### config.mk
export PLATFORM = sky130hd
export DESIGN_NAME = tx_packet_arbiter
export DESIGN_NICKNAME = d
export VERILOG_FILES = /design/src/rtl/tx_pkg.sv /design/src/rtl/tx_packet_arbiter.sv
export SDC_FILE = /design/constraint.sdc
export NUM_CORES = 1
export LEC_CHECK = 0
export BUFFER_PORTS_ARGS = -buffer_cell sky130_fd_sc_hd__buf_2
export CAP_MARGIN = 20
export CORE_AREA = 2 2 246 248
export DETAILED_ROUTE_END_ITERATION = 7
export DIE_AREA = 0 0 248 250
export SYNTH_ARGS = -nofsm -noshare
export SYNTH_HDL_FRONTEND = slang
export SYNTH_SLANG_ARGS = --single-unit
### constraint.sdc
create_clock -name CLK -period 3.6 [get_ports CLK]
set_clock_uncertainty 0.05 [all_clocks]
set_input_delay 1.08 -clock CLK [delete_from_list [all_inputs] [get_ports CLK]]
set_output_delay 1.08 -clock CLK [all_outputs]
set_load 0.02 [all_outputs]
### src/rtl/tx_pkg.sv
// Shared definitions for the TX interface-buffer write arbiter.
// Holds the arbiter state encoding, packet-type codes and fixed DLLP framing values.
package tx_pkg;

    typedef enum logic [0:0] {
        IDLE     = 1'b0,
        TLP_BUSY = 1'b1
    } arb_state_e;

    localparam logic TYPE_TLP  = 1'b0;
    localparam logic TYPE_DLLP = 1'b1;

    localparam int unsigned DLLP_WIDTH     = 64;
    localparam int unsigned DLLP_LEN_DW    = 2;
    localparam int unsigned DLLP_LAST_BYTE = 7;

endpackage

### src/rtl/tx_packet_arbiter.sv
// Packet-atomic arbiter sharing the TX buffer write port between the TLP source
// and the DLLP generator. DLLPs win in IDLE unless a waiting TLP SOP has been
// passed over STARVE_LIMIT times; a multi-beat TLP locks the grant until its end.
// Ports:
//   CLK, RST_L (async active-low), Soft_RST_blocks (sync clear), i_Full
//   i_TLP_*  : TLP beat request, o_TLP_Ready acceptance
//   i_DLLP_* : single-beat DLLP request, o_DLLP_Ready acceptance
//   o_WR_EN, o_SOP, o_End_Valid, o_Type, o_Length, o_Last_Byte, o_Data : buffer write
//   o_Err    : registered one-cycle protocol-error pulse
module tx_packet_arbiter
    import tx_pkg::*;
#(
    parameter int unsigned DATA_WIDTH       = 256,
    parameter int unsigned PACKET_LENGTH    = 11,
    parameter int unsigned SYMBOL_PTR_WIDTH = 5,
    parameter int unsigned STARVE_LIMIT     = 4,
    parameter int unsigned STARVE_CNT_WIDTH = 3
) (
    input  logic                        CLK,
    input  logic                        RST_L,
    input  logic                        Soft_RST_blocks,
    input  logic                        i_Full,
    input  logic                        i_TLP_Valid,
    input  logic                        i_TLP_SOP,
    input  logic                        i_TLP_End_Valid,
    input  logic [PACKET_LENGTH-1:0]    i_TLP_Length,
    input  logic [SYMBOL_PTR_WIDTH-1:0] i_TLP_Last_Byte,
    input  logic [0:DATA_WIDTH-1]       i_TLP_Data,
    output logic                        o_TLP_Ready,
    input  logic                        i_DLLP_Valid,
    input  logic [0:DLLP_WIDTH-1]       i_DLLP_Data,
    output logic                        o_DLLP_Ready,
    output logic                        o_WR_EN,
    output logic                        o_SOP,
    output logic                        o_End_Valid,
    output logic                        o_Type,
    output logic [PACKET_LENGTH-1:0]    o_Length,
    output logic [SYMBOL_PTR_WIDTH-1:0] o_Last_Byte,
    output logic [0:DATA_WIDTH-1]       o_Data,
    output logic                        o_Err
);

    localparam logic [STARVE_CNT_WIDTH-1:0] STARVE_MAX = STARVE_CNT_WIDTH'(STARVE_LIMIT);

    arb_state_e                  state, state_nxt;
    logic [STARVE_CNT_WIDTH-1:0] starve_cnt, starve_cnt_nxt;
    logic                        err_nxt;
    logic                        wr_ok;
    logic                        grant_dllp, grant_tlp;
    logic                        drop, tlp_wr, dllp_wr;
    logic                        tlp_sop_wait;

    // State, starvation counter and error pulse registers.
    always_ff @(posedge CLK or negedge RST_L) begin
        if (!RST_L) begin
            state      <= IDLE;
            starve_cnt <= '0;
            o_Err      <= 1'b0;
        end else begin
            state      <= state_nxt;
            starve_cnt <= starve_cnt_nxt;
            o_Err      <= err_nxt;
        end
    end

    // Grant decision, zero-latency write mux, next-state and counter update.
    always_comb begin
        state_nxt      = state;
        starve_cnt_nxt = starve_cnt;
        err_nxt        = 1'b0;
        grant_dllp     = 1'b0;
        grant_tlp      = 1'b0;
        o_WR_EN        = 1'b0;
        o_SOP          = 1'b0;
        o_End_Valid    = 1'b0;
        o_Type         = TYPE_TLP;
        o_Length       = '0;
        o_Last_Byte    = '0;
        o_Data         = '0;
        o_TLP_Ready    = 1'b0;
        o_DLLP_Ready   = 1'b0;

        // Holding RST_L low also silences the write port immediately.
        wr_ok        = RST_L & ~i_Full & ~Soft_RST_blocks;
        tlp_sop_wait = i_TLP_Valid & i_TLP_SOP;

        if (state == IDLE) begin
            if (i_DLLP_Valid && !(tlp_sop_wait && starve_cnt == STARVE_MAX)) begin
                grant_dllp = 1'b1;
            end else begin
                grant_tlp = i_TLP_Valid;
            end
        end else begin
            grant_tlp = i_TLP_Valid;
        end

        // A continuation beat with no packet open is consumed but never written.
        drop    = grant_tlp & (state == IDLE) & ~i_TLP_SOP;
        tlp_wr  = grant_tlp & wr_ok & ~drop;
        dllp_wr = grant_dllp & wr_ok;

        o_TLP_Ready  = grant_tlp & wr_ok;
        o_DLLP_Ready = dllp_wr;
        o_WR_EN      = tlp_wr | dllp_wr;

        if (dllp_wr) begin
            o_SOP       = 1'b1;
            o_End_Valid = 1'b1;
            o_Type      = TYPE_DLLP;
            o_Length    = PACKET_LENGTH'(DLLP_LEN_DW);
            o_Last_Byte = SYMBOL_PTR_WIDTH'(DLLP_LAST_BYTE);
            o_Data      = {i_DLLP_Data, (DATA_WIDTH - DLLP_WIDTH)'(0)};
        end else if (tlp_wr) begin
            o_SOP       = i_TLP_SOP;
            o_End_Valid = i_TLP_End_Valid;
            o_Type      = TYPE_TLP;
            o_Length    = i_TLP_Length;
            o_Last_Byte = i_TLP_Last_Byte;
            o_Data      = i_TLP_Data;
        end

        case (state)
            IDLE:     if (tlp_wr && !i_TLP_End_Valid) state_nxt = TLP_BUSY;
            TLP_BUSY: if (tlp_wr && i_TLP_End_Valid)  state_nxt = IDLE;
            default:  state_nxt = IDLE;
        endcase

        err_nxt = (drop & wr_ok) | ((state == TLP_BUSY) & tlp_wr & i_TLP_SOP);

        if (tlp_wr && i_TLP_SOP) begin
            starve_cnt_nxt = '0;
        end else if (dllp_wr && tlp_sop_wait && starve_cnt != STARVE_MAX) begin
            starve_cnt_nxt = starve_cnt + STARVE_CNT_WIDTH'(1);
        end

        if (Soft_RST_blocks) begin
            state_nxt      = IDLE;
            starve_cnt_nxt = '0;
            err_nxt        = 1'b0;
        end
    end

endmodule
**Word level (Yosys, flattened, before mapping)**

Index checks and enable logic that the tools add are counted.

- Register bits: 5
- Input bits: 344
- Output and inout bits: 279
- Logic and storage cells: 57

- Add/sub/neg operators: 1
- Eq/ne operators: 2
- Muxes and demuxes: 23
- Bitwise logic cells: 18
- Reduce and logical (&&, ||, !) cells: 10

Operators by type and width:

| kind | number |
|---|---|
| two-way mux 256 bit | 2 |
| two-way mux 11 bit | 2 |
| two-way mux 1 bit | 13 |
| bitwise AND 1 bit | 11 |
| two-way mux 5 bit | 2 |
| two-way mux 3 bit | 3 |
| logical AND 1 bit | 7 |
| NOT 1 bit | 5 |
| adder 3 x 1 -> 3 bit (second input constant) | 1 |
| equality test 3 bit (second input constant) | 1 |
| inequality test 3 bit (second input constant) | 1 |
| nonzero test 3 bit | 1 |
| zero test 1 bit | 2 |
| bitwise OR 1 bit | 2 |
| one-hot mux 1 bit (2 select lines) | 1 |

**Longest topological paths before layout**

Gate-level depths: netlist of the first run.

- Depth in word-level cells: 14
- Mapped depth: 9

**Least setup slack after synthesis of the first run**

OpenSTA, ideal clock, no wires.

- Kind: input to output
- Start point: input port i_Full
- End point: output port o_Data[114] in the netlist's numbering
- Arrival time: 2,402 ps
- Path slack: 68 ps
- Stages on the path: 7
- Path buffers: 3
- Cell sequence: or3b_4 > a21oi_2 > and2b_1 > buf_4 > buf_6 > clkbuf_2 > and2_1

- Cells in the longest elaborated chain, start to end: 7

RTL lines:

| item | RTL line | text |
|---|---|---|
| from (decl) | tx_packet_arbiter.sv:22 | `input logic i_Full,` |
| NOT 1 bit (*) | tx_packet_arbiter.sv:84 | `wr_ok = RST_L & ~i_Full & ~Soft_RST_blocks;` |
| bitwise AND 1 bit (*) (2 in series) | tx_packet_arbiter.sv:84 |  |
| bitwise AND 1 bit (2 in series) | tx_packet_arbiter.sv:99 | `tlp_wr = grant_tlp & wr_ok & ~drop;` |
| two-way mux 256 bit | tx_packet_arbiter.sv:113 | `end else if (tlp_wr) begin` |
| two-way mux 256 bit (*) | tx_packet_arbiter.sv:106 | `if (dllp_wr) begin` |
| to (decl) | tx_packet_arbiter.sv:39 | `output logic [0:DATA_WIDTH-1] o_Data,` |

Every way passes the cells marked *; elsewhere a longest branch is shown, timed or not.

**Final worst setup path of the first run**

- Start point: input port i_Full
- End point: output port o_Data[34] in the netlist's numbering

Same word-level chain as after synthesis.

==> metrics, run 1 <==
DRT Pass-1 Iters=5; syn avg cell area=~7.1 um^2; FMAX=264 MHz; post-route setup TNS=-30370 ps; area grow syn2layout=226%; dpl hpwl=23200 um; Yosys warnings=0; Die ar.=62000 um^2; Synth area leader=and2_1; R2R Setup Slk=1800 ps; number of fill cells=roughly 7000; synthesized cell area=2460 um^2; Hold Violations, Final=0; CTS sink cnt=5; WP buf/inv=4; Reg-to-Reg End=state; Synth area leaders=and2_1 52%, a22o_1 23%, dfrtp_1 5.1%; cts-stage hold buffer count=0; outcome=finished, violations left; Worst setup startpoint=i_Full; core area=59600 um^2; slowest stage delay, CP=390 ps; final hold slack=500 ps; initial antenna violation count=31; clk root buf=clkbuf_16; Routed WL per cell=16.7 um; syn_nets=695; Worst-Skew Late Latency=230 ps; Reg clk slew, reported paths=~30 ps; area of the multi-input gates=2220 um^2; Critical Path Sink Type=primary output; DRC=0; via/cell ratio=3.01; IO Pins=623; Arr. time, crit path=2650 ps; failing checks=setup timing; PD cells=80.8 nW/um^2; Synth top area share=52.3%; CP endpoint=o_Data[34]; PnR worst setup slack=-181 ps; Rel. slew slack=around 77%; TritonCTS clock tree=built; number of global-route vias before repair=4784; layout cells sized above 1=about three quarters; VDD IR max=0.000164 V; Crit Path Class=in -> out; Vias=5368; fin crit period=3780 ps; Slowest cell on crit path=or3b_4; cell count after synthesis=349; total CTS buffers=3; EDFF count, synth=0; first-pass GRT wire length=34900 um; fin crit share=105%; Crit path max-delay family=simple AND/OR/NAND/NOR gates; max cap viols=0; RD Place Congestion=0.892; worst path required time=2470 ps; leakage=4.48 nW; Post-synth ARST share=between 90% and 100%; register area=about 130 um^2; deepest clock path buffer count=2; die width=248 um; RSZ-0062 raised after global routing=true; cell with the most instances after synthesis=and2_1; antenna viol nets, final=0; FP Rows=90; max-slew violations=0; final setup violation count=269; post-synthesis sequential area ratio=under 10%; commonest cells in the synthesized netlist=206 x and2_1, 64 x a22o_1, 11 x clkbuf_1; remaining global-route overflow=0; I/O Buffers=622; Global Route Usage Sum=8.25%; largest net degree at the start of global routing=33; startpoint types=input pin; total wire length=~30000 um; final net count=1340; Worst R2R Start=starve_cnt[0]; chip height=250 um; htree depth=1; Yosys cell types=27; CP Cell Sequence=buf_6 -> or3b_4 -> a21oi_2 -> and2b_4 -> buf_12 -> buf_12 -> a22o_1 -> buf_6; Initial Utilization=4.14%; R2R cell count=9; Seq cells post-synth=5; top fanout value on the critical path=32; Hold Path Class=reg -> reg; Initial DRC Count=~230; CP Depth=8; Top FF cell, synth=dfrtp_1; Worst-Margin Slew=335 ps
-- power by group --
| group | switching, mW | internal, mW | total (mW) |
|---|---|---|---|
| clock network | 0.0389 | 0.147 | 0.186 |
| logic | 0.180 | 0.226 | 0.406 |
| registers | 0.000293 | 0.0569 | 0.0572 |
| total | 0.219 | 0.430 | 0.649 |
-- timing repair --
action,CTS,global route
setup buffers,7,2
setup endpoints to repair,271,273
resized for setup,185,105
gates cloned,7,4
pin swaps,13,27
-- layout make-up --
class	instances	area share (%)
tap	782	12.2
multi-input combinational	304	27.7
clock buffer	4	0.982
antenna	8	0.249
sequential	5	1.56
inverter	2	0.0935
timing repair buffer	678	57.3
-- metrics by stage --
step / total power, mW / setup slack, ps / instance area, um^2 / utilization [%] / std cells
CTS: 0.638 / -201 / 7590 / 12.7 / 1770
detailed placement: 0.411 / -234 / 6660 / 11.2 / 1752
global placement: 0.411 / -222 / 6660 / 11.2 / 1752
floorplan: 0.151 / 68.0 / 2460 / - / 349
global route: 0.683 / -243 / 8020 / 13.5 / 1778
finish: 0.649 / -181 / 8030 / 13.5 / 1783
-- worst min-delay path, stage by stage, from the launching register on --
cell and delay (ps):
dfrtp_1 350, mux2i_1 80, nor2_1 80
-- kinds of logic after synthesis --
group           count (synthesis)  share of synthesized area, %
simple gates                  223                          56.3
compound gates                 75                          25.9
buf+inv                        40                          10.3
flops                           5                          5.08
xor+xnor                        3                          1.07
fa+ha+maj                       2                          1.02
mux                             1                         0.406
-- per-layer routing --
layer  share of wire (%)  global-route usage [%]  up-vias
li1                    -                       -     2471
met1                  33                    8.10     2317
met2                  51                    16.0      468
met3                  13                    3.53       72
met4                 2.0                    1.28       40
met5                0.79                       0        -
-- cell usage in the layout, fill, tap and decap left out, drive strengths merged, types with 2 or more instances in the layout --
cell / Yosys / routed
nor2: 6 / 6
clkbuf: 21 / 8
dfrtp: 5 / 5
inv: 2 / 2
and2: 206 / 206
nor3b: 2 / 2
ha: 2 / 2
nand2: 2 / 2
diode: 0 / 8
a21o: 2 / 2
a21oi: 3 / 3
a22o: 64 / 64
o21a: 4 / 4
nand4: 3 / 3
buf: 17 / 674
xor2: 2 / 2
-- worst min path at each step --
stage / from / end / slack (ps) / depth (start not counted)
3_3_place_gp: starve_cnt[1] / starve_cnt[1] / 510 / 2
5_1_grt: starve_cnt[1] / starve_cnt[1] / 540 / 2
3_5_place_dp: starve_cnt[1] / starve_cnt[1] / 500 / 2
2_1_floorplan: starve_cnt[1] / starve_cnt[1] / 470 / 2
6_report: starve_cnt[1] / starve_cnt[1] / 500 / 2
4_1_cts: starve_cnt[1] / starve_cnt[1] / 510 / 2
-- sequential cells by signal, summed over array words and instances, names as in the netlist --
name / flops
starve_cnt: 3
o_Err: 1
state: 1
Power figures use the tool's default switching activity.
==> run 2: changes to the inputs <==
--- a/config.mk
+++ b/config.mk
@@ -7,9 +7,13 @@
 export LEC_CHECK = 0
 export BUFFER_PORTS_ARGS = -buffer_cell sky130_fd_sc_hd__buf_2
 export CAP_MARGIN = 20
-export CORE_AREA = 2 2 246 248
+export CELL_PAD_IN_SITES_DETAIL_PLACEMENT = 1
+export CELL_PAD_IN_SITES_GLOBAL_PLACEMENT = 1
+export CORE_AREA = 2 2 244 246
 export DETAILED_ROUTE_END_ITERATION = 7
-export DIE_AREA = 0 0 248 250
+export DIE_AREA = 0 0 246 248
+export PLACE_DENSITY_LB_ADDON = 0.1
 export SYNTH_ARGS = -nofsm -noshare
 export SYNTH_HDL_FRONTEND = slang
 export SYNTH_SLANG_ARGS = --single-unit
+export TNS_END_PERCENT = 30
==> metrics, run 2 (synthesized netlist as in run 1, its figures left out) <==
FP Rows=89 (-1.1%); Final Util=13.1% (-0.36 points); Arr. time, crit path=2650 ps (about the same); Initial DRC Count=68 (-70%); final setup violation count=267 (-0.74%); RSZ-0062 raised after global routing=true; Worst-Margin Slew=324 ps (-11.0 ps); most common cell after layout, fill and taps aside=buf_2; failing checks=setup timing; Hold Path Class=reg -> reg; VDD IR max=0.000105 V (-36%); hold path start=starve_cnt[1]; Critical Path Sink Type=primary output; IO Pins=623 (unchanged); antenna viol nets, final=0 (unchanged); outcome=finished, violations left; PnR worst setup slack=-179 ps (+2.28 ps); TritonCTS clock tree=built; Design Power=0.614 mW (-5.4%); top fanout value on the critical path=19 (-41%); total wire length=30000 um (+0.55%); most frequent cells in the layout=505 x buf_2, 192 x and2_1, 77 x buf_4; I/O Buffers=622 (unchanged); Global Route Usage Sum=8.39% (+0.15 points); Worst-Skew Late Latency=230 ps (about the same); Crit Path Class=in -> out; FMAX=265 MHz (about the same); clk root buf=clkbuf_16; Rel. slew slack=78.4% (+0.92 points); PD cells=80.1 nW/um^2 (-0.94%); via/cell ratio=2.90 (-3.6%); max-slew violations=0 (unchanged); largest net degree at the start of global routing=46 (+39%); DRC=0 (unchanged); area grow syn2layout=211%; max cap viols=0 (unchanged); number of global-route vias before repair=5111 (+6.8%); dpl hpwl=25800 um (+11%); initial antenna violation count=14 (-55%); layout cells sized above 1=70.6% (-2.4 points); total CTS buffers=3 (unchanged); startpoint types=input pin; Worst setup startpoint=i_Full; leakage=4.35 nW (-2.9%); first-pass GRT wire length=37200 um (+6.5%); DRT Pass-1 Iters=4 (-1); Largest regs=starve_cnt (3), o_Err (1), state (1); Worst R2R Start=starve_cnt[0]; Hold Violations, Final=0 (unchanged); fin crit share=105% (about the same); final net count=1333 (-0.52%); Most flops, register=starve_cnt; core area=58500 um^2 (-1.9%); Reg clk slew, reported paths=30 ps (about the same); CTS sink cnt=5 (unchanged); max reg flops=3 (unchanged); RD Place Congestion=0.724 (-19%); remaining global-route overflow=0 (unchanged); fin crit period=3780 ps (-2.28 ps); Vias=5122 (-4.6%); die width=246 um (-0.81%); Initial Utilization=4.21% (+0.078 points); chip height=248 um (-0.80%); worst path required time=2470 ps (about the same); deepest clock path buffer count=2 (unchanged); htree depth=1 (unchanged); Die ar.=61000 um^2 (-1.6%); Routed WL per cell=17.0 um (+1.6%)
[run 2: cell types whose count changed in the layout (fill, tap and decap cells not counted), sizes merged]
cell | previous run | this run
clkbuf | 8 | 11
diode | 8 | 5
buf | 674 | 664
[run 2: final cells by class]
cell class              count  area [um^2]
multi-input cells         304         2160
inverters                   2         7.51
diodes                      5         12.5
clock buffers               4         78.8
well taps                 773          967
flip-flops and latches      5          125
fillers                  7121        50800
repair buffers            671         4320
[run 2: power breakdown]
part / leakage (nW) / total, mW / switching (mW) / internal (mW)
Combinational: 4.24 / 0.374 / 0.160 / 0.214
Clock: 0.0382 / 0.183 / 0.0363 / 0.147
Sequential: 0.0697 / 0.0572 / 0.000314 / 0.0569
Total: 4.35 / 0.614 / 0.197 / 0.417
[run 2: per-layer routing]
layer / part of all wire (%) / GRT usage (%) / vias up
met3: 10 / 3.02 / 27
met2: 54 / 16.7 / 349
li1: - / - / 2448
met5: 0.26 / 0 / -
met1: 35 / 8.62 / 2286
met4: 0.50 / 0.588 / 12
[run 2: worst paths after layout]
| check | depth (start not counted) | end | slack, ps |
|---|---|---|---|
| setup / recovery | 8 | o_Data[59] | -180 |
| hold / removal | 2 | starve_cnt[1] | 530 |
| setup reg to reg | 8 | o_Err | 1880 |
| hold reg to reg | 2 | starve_cnt[1] | 530 |
| max in group asynchronous | 2 | state | 2690 |
| min in group asynchronous | 2 | o_Err | 700 |
[run 2: timing repair]
action / in CTS / in global routing
cloned: 2 / 4
buffers inserted: 8 / 2
hold buffers: 0 / 0
pin swaps: 7 / 9
setup endpoints to repair: 258 / 274
resized for setup: 118 / 94
[run 2: worst max-delay path: stages]
cell and delay, ps:
buf_6 90, or3b_4 400, a21oi_2 130, and2b_4 230, buf_12 190, clkbuf_16 210
a22o_1 170, buf_6 120
[run 2: metrics by stage]
stage               std cells  setup TNS [ps]  area, um^2  setup slack, ps  hold WS, ps
floorplan                 349               0        2460             68.0          466
global placement         1740          -48030        6700             -288          515
detailed placement       1740          -50290        6700             -333          526
CTS                      1753          -43110        7270             -232          536
global route             1761          -59870        7660             -271          567
finish                   1764          -34200        7670             -179          528
==> run 3: changes to the inputs <==
--- a/config.mk
+++ b/config.mk
@@ -10,6 +10,7 @@
 export CELL_PAD_IN_SITES_DETAIL_PLACEMENT = 1
 export CELL_PAD_IN_SITES_GLOBAL_PLACEMENT = 1
 export CORE_AREA = 2 2 244 246
+export CTS_BUF_LIST = sky130_fd_sc_hd__clkbuf_4 sky130_fd_sc_hd__clkbuf_8
 export DETAILED_ROUTE_END_ITERATION = 7
 export DIE_AREA = 0 0 246 248
 export PLACE_DENSITY_LB_ADDON = 0.1
==> metrics, run 3 (synthesized netlist as in run 1, its figures left out) <==
final hold slack=529 ps (+0.350 ps); outcome=finished, violations left; initial antenna violation count=14 (unchanged); DRC=0 (unchanged); via/cell ratio=2.90 (-0.18%); Rel. slew slack=78.4% (about the same); DRT Pass-1 Iters=4 (unchanged); clock network power share=20.3% (-9.5 points); layout cells sized above 1=70.6% (unchanged); fin crit share=105% (about the same); first-pass GRT wire length=37100 um (about the same); Routed WL per cell=17.0 um (about the same); max cap viols=0 (unchanged); Hold Path Class=reg -> reg; clk root buf=clkbuf_8; deepest clock path buffer count=2 (unchanged); part of the power in registers=10.6% (+1.3 points); failing checks=setup timing; CTS sink cnt=5 (unchanged); total CTS buffers=3 (unchanged); top fanout value on the critical path=19 (unchanged); antenna viol nets, final=0 (unchanged); final setup violation count=267 (unchanged); Vias=5113 (-0.18%); Global Route Usage Sum=8.39% (-0.0092 points); IO Pins=623 (unchanged); RD Place Congestion=0.724 (unchanged); Worst-Skew Late Latency=220 ps (about the same); Initial DRC Count=92 (+35%); FMAX=265 MHz (about the same); core area=58500 um^2 (unchanged); RSZ-0062 raised after global routing=true; Hold Violations, Final=0 (unchanged); largest net degree at the start of global routing=46 (unchanged); most common cell after layout, fill and taps aside=buf_2; htree depth=1 (unchanged); Reg clk slew, reported paths=30 ps (about the same); total wire length=30000 um (about the same); Most flops, register=starve_cnt; TritonCTS clock tree=built; VDD IR max=0.0000616 V (-41%); area grow syn2layout=210%; Die ar.=61000 um^2 (unchanged); FP Rows=89 (unchanged); Gate power share=69.1% (+8.2 points); Final Util=13.0% (-0.073 points); most frequent cells in the layout=506 x buf_2, 193 x and2_1, 78 x buf_4; I/O Buffers=622 (unchanged); Crit Path Class=in -> out; Largest regs=starve_cnt (3), o_Err (1), state (1); final net count=1333 (unchanged); max-slew violations=0 (unchanged); die width=246 um (unchanged); startpoint types=input pin; Critical Path Sink Type=primary output; internal power=0.354 mW (-15%); dpl hpwl=25800 um (unchanged); switch share=34.5% (+2.4 points); PD cells=70.8 nW/um^2 (-12%); leakage=4.34 nW (-0.34%); fin crit period=3780 ps (-0.649 ps); number of global-route vias before repair=5107 (-0.078%); remaining global-route overflow=0 (unchanged); Net Sw Power=0.186 mW (-5.4%); worst path required time=2470 ps (about the same); Initial Utilization=4.21% (unchanged); Arr. time, crit path=2650 ps (about the same); max reg flops=3 (unchanged); Worst-Margin Slew=324 ps (+0.0175 ps); PnR worst setup slack=-178 ps (+0.649 ps); chip height=248 um (unchanged)
run 3: cell counts in the layout (fill, tap and decap cells not counted):
Identical to the previous run, type by type.
run 3: final timing paths:
kind                                    start  slack, ps  cells past startpoint            end
worst max-delay path                   i_Full       -180                      8     o_Data[59]
worst min-delay path            starve_cnt[1]        530                      2  starve_cnt[1]
worst max register to register  starve_cnt[0]       1880                      8          o_Err
worst min register to register  starve_cnt[1]        530                      2  starve_cnt[1]
max in group asynchronous               RST_L       2680                      2  starve_cnt[1]
min in group asynchronous               RST_L        710                      2          o_Err
run 3: worst max-delay path, cell delays in order:
cell	delay, ps
buf_6	90
or3b_4	400
a21oi_2	130
and2b_4	230
buf_12	190
clkbuf_16	210
a22o_1	170
buf_6	120
run 3: layout make-up:
cell class | instances | area, um^2
fill | 7122 | 50800
timing repair buffer | 671 | 4310
multi-input combinational | 304 | 2160
tap | 773 | 967
sequential | 5 | 125
clock buffer | 4 | 48.8
antenna | 5 | 12.5
inverter | 2 | 7.51
run 3: layer usage:
layer | vias up | wire length (um) | GRT usage [%]
met4 | 12 | 125 | 0.588
met2 | 342 | 16400 | 16.7
met5 | - | 78 | 0
met3 | 24 | 3040 | 2.98
met1 | 2286 | 10400 | 8.62
li1 | 2449 | - | -
run 3: per-stage QoR:
stage          setup TNS [ps]  worst slack [ps]  cell area (um^2)  instances  power, mW
6_report               -34340              -178              7630       1764      0.540
5_1_grt                -59910              -271              7620       1761      0.585
4_1_cts                -43110              -232              7240       1753      0.542
3_5_place_dp           -50290              -333              6700       1740      0.408
3_3_place_gp           -48030              -288              6700       1740      0.412
2_1_floorplan               0              68.0              2460        349      0.151
run 3: power groups by stage:
| stage | sequential, mW | clock (mW) | combinational (mW) |
|---|---|---|---|
| 3_3_place_gp | 0.0579 | 0 | 0.355 |
| 6_report | 0.0572 | 0.109 | 0.373 |
| 3_5_place_dp | 0.0579 | 0 | 0.350 |
| 4_1_cts | 0.0572 | 0.113 | 0.372 |
| 2_1_floorplan | 0.0579 | 0 | 0.0934 |
| 5_1_grt | 0.0572 | 0.119 | 0.409 |
run 3: what timing repair did:
item	CTS	global route
hold endpoints to repair	0	0
resized for setup	118	90
hold buffers	0	0
cloned	2	4
endpoints found under the setup margin	258	274
pin swaps	7	9
setup buffers	8	2
